[src/rtl/byte_adder_pkg.sv]
// Shared definitions for the byte-serial multi-precision adder.
//   BYTE_W  : width of one operand/sum byte
//   state_t : sequencer states (IDLE = byte 0 expected, RUN = mid-word)
//   idx_w() : width of the byte index register for a given word size
package byte_adder_pkg;

   localparam int BYTE_W = 8;

   typedef enum logic {
      IDLE = 1'b0,
      RUN  = 1'b1
   } state_t;

   // Clamped to 1 so that a degenerate word size never yields a zero-width index.
   function automatic int idx_w(input int nbytes);
      return (nbytes <= 2) ? 1 : $clog2(nbytes);
   endfunction

endpackage

[src/rtl/adder8bit.sv]
// 8-bit ripple-carry adder.
//   a, b : operand bytes
//   cin  : carry into bit 0
//   sum  : 8-bit sum
//   cout : carry out of bit 7
module adder8bit
   import byte_adder_pkg::*;
(
   input  logic [BYTE_W-1:0] a,
   input  logic [BYTE_W-1:0] b,
   input  logic              cin,
   output logic [BYTE_W-1:0] sum,
   output logic              cout
);

   always_comb begin
      logic c;
      c   = cin;
      sum = '0;
      for (int i = 0; i < BYTE_W; i++) begin
         sum[i] = a[i] ^ b[i] ^ c;
         c      = (a[i] & b[i]) | (c & (a[i] ^ b[i]));
      end
      cout = c;
   end

endmodule

[src/rtl/byte_serial_adder.sv]
// Byte-serial multi-precision adder sequencer.
// Operands arrive LSB byte first as (in_a, in_b) pairs; each pair goes through
// adder8bit with the carry chained between bytes in a register. Results leave
// through a one-entry output register with a final word carry.
//   clk, rst_n          : clock, asynchronous active-low reset
//   clr                 : synchronous abort of the current word and pending output
//   in_valid/in_ready   : input handshake; in_a, in_b operand bytes
//   in_cin              : word carry-in, used only on byte 0
//   out_valid/out_ready : output handshake; out_sum sum byte
//   out_last            : sum byte is byte NBYTES-1
//   out_cout            : word carry-out, only non-zero with out_last
//   out_ovf             : two's-complement word overflow (only with OVERFLOW_EN)
// Build option: define OVERFLOW_EN to add the out_ovf port and its logic.
module byte_serial_adder
   import byte_adder_pkg::*;
#(
   parameter int NBYTES = 4
) (
   input  logic              clk,
   input  logic              rst_n,
   input  logic              clr,
   input  logic              in_valid,
   output logic              in_ready,
   input  logic [BYTE_W-1:0] in_a,
   input  logic [BYTE_W-1:0] in_b,
   input  logic              in_cin,
   output logic              out_valid,
   input  logic              out_ready,
   output logic [BYTE_W-1:0] out_sum,
   output logic              out_last,
`ifdef OVERFLOW_EN
   output logic              out_ovf,
`endif
   output logic              out_cout
);

   localparam int            IW       = idx_w(NBYTES);
   localparam logic [IW-1:0] LAST_IDX = IW'(NBYTES - 1);

   state_t            state_q, state_d;
   logic [IW-1:0]     idx_q, idx_d;
   logic              carry_q;
   logic              in_fire, out_fire, is_last, add_cin, add_cout;
   logic [BYTE_W-1:0] add_sum;

   // One-entry output register: a new byte may enter whenever the register
   // is empty or is being drained this same cycle.
   assign in_ready = !out_valid || out_ready;
   // clr discards any input presented in its cycle.
   assign in_fire  = in_valid && in_ready && !clr;
   assign out_fire = out_valid && out_ready;
   assign is_last  = (idx_q == LAST_IDX);
   // Byte 0 always takes the word carry-in, so no carry leaks across words.
   assign add_cin  = (state_q == IDLE) ? in_cin : carry_q;

   adder8bit u_add (
      .a    (in_a),
      .b    (in_b),
      .cin  (add_cin),
      .sum  (add_sum),
      .cout (add_cout)
   );

   always_comb begin
      state_d = state_q;
      idx_d   = idx_q;
      if (clr) begin
         state_d = IDLE;
         idx_d   = '0;
      end else if (in_fire) begin
         idx_d = is_last ? '0 : idx_q + IW'(1);
         case (state_q)
            IDLE:    state_d = is_last ? IDLE : RUN;
            RUN:     state_d = is_last ? IDLE : RUN;
            default: state_d = IDLE;
         endcase
      end
   end

   always_ff @(posedge clk or negedge rst_n) begin
      if (!rst_n) begin
         state_q <= IDLE;
         idx_q   <= '0;
      end else begin
         state_q <= state_d;
         idx_q   <= idx_d;
      end
   end

   always_ff @(posedge clk or negedge rst_n) begin
      if (!rst_n) begin
         carry_q   <= 1'b0;
         out_valid <= 1'b0;
         out_sum   <= '0;
         out_last  <= 1'b0;
         out_cout  <= 1'b0;
      end else if (clr) begin
         carry_q   <= 1'b0;
         out_valid <= 1'b0;
         out_last  <= 1'b0;
         out_cout  <= 1'b0;
      end else if (in_fire) begin
         carry_q   <= add_cout;
         out_valid <= 1'b1;
         out_sum   <= add_sum;
         out_last  <= is_last;
         out_cout  <= is_last & add_cout;
      end else if (out_fire) begin
         out_valid <= 1'b0;
      end
   end

`ifdef OVERFLOW_EN
   // Signed overflow: operands share a sign bit but the top sum byte does not.
   always_ff @(posedge clk or negedge rst_n) begin
      if (!rst_n) begin
         out_ovf <= 1'b0;
      end else if (clr) begin
         out_ovf <= 1'b0;
      end else if (in_fire) begin
         out_ovf <= is_last && (in_a[BYTE_W-1] == in_b[BYTE_W-1]) &&
                    (add_sum[BYTE_W-1] != in_a[BYTE_W-1]);
      end
   end
`endif

endmodule

[config.mk]
export PLATFORM = sky130hd
export DESIGN_NAME = byte_serial_adder
export DESIGN_NICKNAME = d
export VERILOG_FILES = /design/src/rtl/byte_adder_pkg.sv /design/src/rtl/adder8bit.sv /design/src/rtl/byte_serial_adder.sv
export SDC_FILE = /design/constraint.sdc
export NUM_CORES = 1
export LEC_CHECK = 0
export CORE_AREA = 2 2 47 49
export DETAILED_ROUTE_END_ITERATION = 16
export DIE_AREA = 0 0 49 51
export PLACE_DENSITY = 0.84
export SLEW_MARGIN = 10
export SYNTH_ARGS = -nofsm -noshare
export SYNTH_HDL_FRONTEND = slang
export SYNTH_HIERARCHICAL = 1
export SYNTH_SLANG_ARGS = --single-unit
[constraint.sdc]
create_clock -name clk -period 6.4 [get_ports clk]
set_input_delay 1.6 -clock clk [delete_from_list [all_inputs] [get_ports clk]]
set_output_delay 1.6 -clock clk [all_outputs]
set_load 0.02 [all_outputs]
==> results.md <==
* Final instance area at 1210 sq um
* Final weighted congestion in routability-driven placement at 0.637
* Post-synthesis cell count at 67
* Placement Cell Area at 1180 sq um
* Library cell used as clock root buffer: sky130_fd_sc_hd__clkbuf_4
* Average footprint of a synthesized cell at between 10 and 15 sq um
* Post-Route Setup TNS at 0 ns
* Full die area at ~2500 sq um
* CP peak stage delay at ~0.41 ns
* Worst hold slack at roughly 0.5 ns
* Clock tree from TritonCTS: yes
* Ys flop type: sky130_fd_sc_hd__dfrtp_1
* Filler instances at 198
* Total number of nets in the final design at 134
* Fin crit period at 5.25 ns
* Final critical-path setup slack at around 1.1 ns
* Synth Area in Simple Gates at 7.15%
* Leading cell type by number of instances after synthesis: sky130_fd_sc_hd__dfrtp_1
* Critical Path Start Type: input port
* Antenna Diode Count at 0
* Reg-to-Reg Start: state_q$_DFFE_PN0P_
* Most common cell type on the critical path: sky130_fd_sc_hd__fa_1
* Worst Clk Skew at between 0.006 and 0.007 ns
* Worst Hold Path EP: out_sum[3]$_DFFE_PN0P_
* Run status: completed
* Vias in the first global route at between 600 and 700
* Achievable clock frequency at roughly 190 MHz
* Portion of total power attributed to combinational logic at a little under two fifths
* Leading post-synthesis cells by cell area: sky130_fd_sc_hd__dfrtp_1 (46%), sky130_fd_sc_hd__fa_1 (19%), sky130_fd_sc_hd__mux2_2 (12%), sky130_fd_sc_hd__inv_1 (5.0%), sky130_fd_sc_hd__a21oi_1 (4.3%)
* Starting density of the core at 39.8%
* Top cells by count, synth: sky130_fd_sc_hd__dfrtp_1 (15), sky130_fd_sc_hd__inv_1 (11), sky130_fd_sc_hd__mux2_2 (9), sky130_fd_sc_hd__fa_1 (8), sky130_fd_sc_hd__a21oi_1 (7)
* CP Class: in2reg
* PortBufs at 33
* Synthesized Nets at 98
* Clock network fraction of design power at 19.6%
* Final std cells w/o fill at 130
* Number of optimization iterations in the first detailed-route pass at 4
* HP Start: out_sum[3]$_DFFE_PN0P_
* Psw at 0.0918 mW
* Length in cells of the worst reg-to-reg path at 14
* Ys Warns at 6
* Leakage at between 0.5 and 0.6 nW
* Initial antenna violation count at 0
* Share of cell area taken by muxes after synthesis at 12.3%
* Slowest CP cell: sky130_fd_sc_hd__fa_1
* Total Wirelength at between 1.5 and 2 mm
* Row Count at 17
* Area share of the largest cell type after synthesis at a little under half
* Placed cell count at around 130
* Slew of the pin with the lowest slew margin at between 0.6 and 0.7 ns
* Switching portion of total power at 31.9%
* Crit path capture type: register
* Count of pins on the block boundary at 34
* Clock latency on the worst-skew pair at between 0.2 and 0.3 ns
* Reg2reg end: out_sum[7]$_DFFE_PN0P_
* Hold bufs inserted after CTS at 0
* Routed WL per cell at between 10 and 15 microns
* Number of vias per cell after detailed routing at 4.94
* Antenna Nets Post-Route at 0
* Via count of the routed design at approximately 640
* Critical path data arrival time at 5.49 ns
* Count of different cell masters after synthesis at 16
* # clock sinks at 15
* Maximum root-to-sink buffer count at 2
* Resized cells post-CTS at 0
* Power per standard cell area at about 240 nW/um^2
* Width of the die at 49 microns
* Combinational family with the most area after synthesis: adder cells
* Adder and majority cell fraction of the synthesized area at 21.0%
* Final critical-path share of the clock period at about 82%
* Complex-gate fraction of the synthesized area at 7.31%
* Hold Vio Cnt, Final at 0
* HPWL after DPL at 1.33 mm
* Detailed router's first-iteration violation count at 11
* Unrepaired setup endpoints after global routing: no
* Sequential share of power at 42.4%
* Largest vdd supply drop at between 0.0001 and 0.00015 V
* Post-Synth XOR/XNOR Area at 0%
* Final max-slew violation count at 0
* Sequential share of the synthesized area at 45.7%
* Largest net degree at the start of global routing at 16
* Setup violators final at 0
* # Post-CTS Setup Buffers at 0
* DRC at 0
* Fraction of final layout cells with drive strength greater than 1 at 14.7%
* Clock Pin Slew Worst Setup and Hold Paths at 0.09 ns
* Number of buffers created by CTS at 3
* Internal power at ~0.20 mW
* Total core area at 2060 sq um
* Data required time of the worst path at 6.64 ns
* Rel. slew slack at 55.2%
* GRT overflow at 0
* Global-route wire length before repair at 2.73 mm
* Max-cap viol count at 0
* GR Util All Layers at 14.8%
* Post-synthesis cell area at between 800 and 900 sq um
* Crit-path max FO at 1
* Vertical extent of the die at a little over 50 microns
* Series of cell instances along the critical path: clkdlybuf4s50_1 -> mux2_2 -> fa_1 -> inv_1 -> fa_1 -> inv_1 -> fa_1 -> fa_1 -> fa_1 -> fa_1 -> fa_1 -> inv_1 -> fa_1 -> inv_1 -> mux2_2
* Worst hold-check path type: reg2reg
* Fraction of synthesis flops using an asynchronous set or reset pin at 100%
* Number of synthesized register bits at 15
* Pre-CTS setup slack at a little over 0.8 ns
* Worst Hold Depth at 1
* Area grow syn2layout at 46.7%
* EDFF count, synth at 0
* Setup slack on the worst flop-to-flop path at 2.40 ns
* Leading area contributor after synthesis: sky130_fd_sc_hd__dfrtp_1
* Number of H-tree levels at 1
[critical path: cells and delay by family]
family,cells,cell delay [ns]
adders and majority gates,8,2.83
buffers and inverters,5,0.66
muxes,2,0.40
[layout make-up]
cell class                      instances  area [sq um]  share of cell area [%]
Inverter                               12          45.0                    3.73
Sequential cell                        15           375                    31.1
Clock buffer                            3          22.5                    1.87
Multi-Input combinational cell         38           393                    32.6
Clock inverter                          1          5.00                   0.415
Tap cell                               28          35.0                    2.90
Timing Repair Buffer                   33           330                    27.4
[cells by family (layout without fill, tap and decap cells)]
| kind of cell | count (synthesis) | count (layout) |
|---|---|---|
| flops | 15 | 15 |
| buf+inv | 14 | 49 |
| compound gates | 12 | 12 |
| fa+ha+maj | 9 | 9 |
| mux | 9 | 9 |
| simple gates | 8 | 8 |
[layout by cell type (no fill, tap or decap), drive strengths merged, types with 3 or more instances in the layout]
cell type,Yosys,routed
nand3,3,3
fa,8,8
clkdlybuf4s50,0,33
a21oi,7,7
clkbuf,1,3
o21ai,5,5
inv,12,12
mux2,9,9
dfrtp,15,15
[routing by layer]
metal	global-route usage, %	vias up	share of wire [%]
li1	-	290	-
met1	14.7	319	38
met2	26.7	26	53
met3	1.75	7	4.1
met4	14.3	0	4.1
met5	0	-	0
[per-stage QoR]
stage,utilization (%),power [mW]
floorplan,-,0.176
global placement,57.1,0.231
detailed placement,57.1,0.235
CTS,58.5,0.291
global route,58.5,0.304
finish,58.5,0.288
[state kept, by name (all words and copies together) (netlist names)]
signal     flops
idx_q          2
out_sum        8
out_cout       1
out_valid      1
carry_q        1
out_last       1
state_q        1
[power groups by stage]
stage          sequential (mW)  clock (mW)  combinational, mW
3_5_place_dp             0.124           0              0.111
4_1_cts                  0.122      0.0575              0.111
3_3_place_gp             0.123           0              0.108
5_1_grt                  0.124      0.0607              0.119
2_1_floorplan            0.144           0             0.0324
6_report                 0.122      0.0563              0.109
[worst max-delay path by stage]
stage | from | endpoint | slack (ns) | depth (start not counted)
4_1_cts | in_cin | out_sum[7]$_DFFE_PN0P_ | 1.12 | 15
6_report | in_cin | out_sum[7]$_DFFE_PN0P_ | 1.15 | 15
5_1_grt | in_cin | out_sum[7]$_DFFE_PN0P_ | 0.98 | 15
3_5_place_dp | in_cin | out_sum[7]$_DFFE_PN0P_ | 0.81 | 15
2_1_floorplan | in_cin | out_sum[7]$_DFFE_PN0P_ | 1.38 | 14
3_3_place_gp | in_cin | out_sum[7]$_DFFE_PN0P_ | 0.87 | 15
No activity file was read; power rests on OpenSTA's default activity.
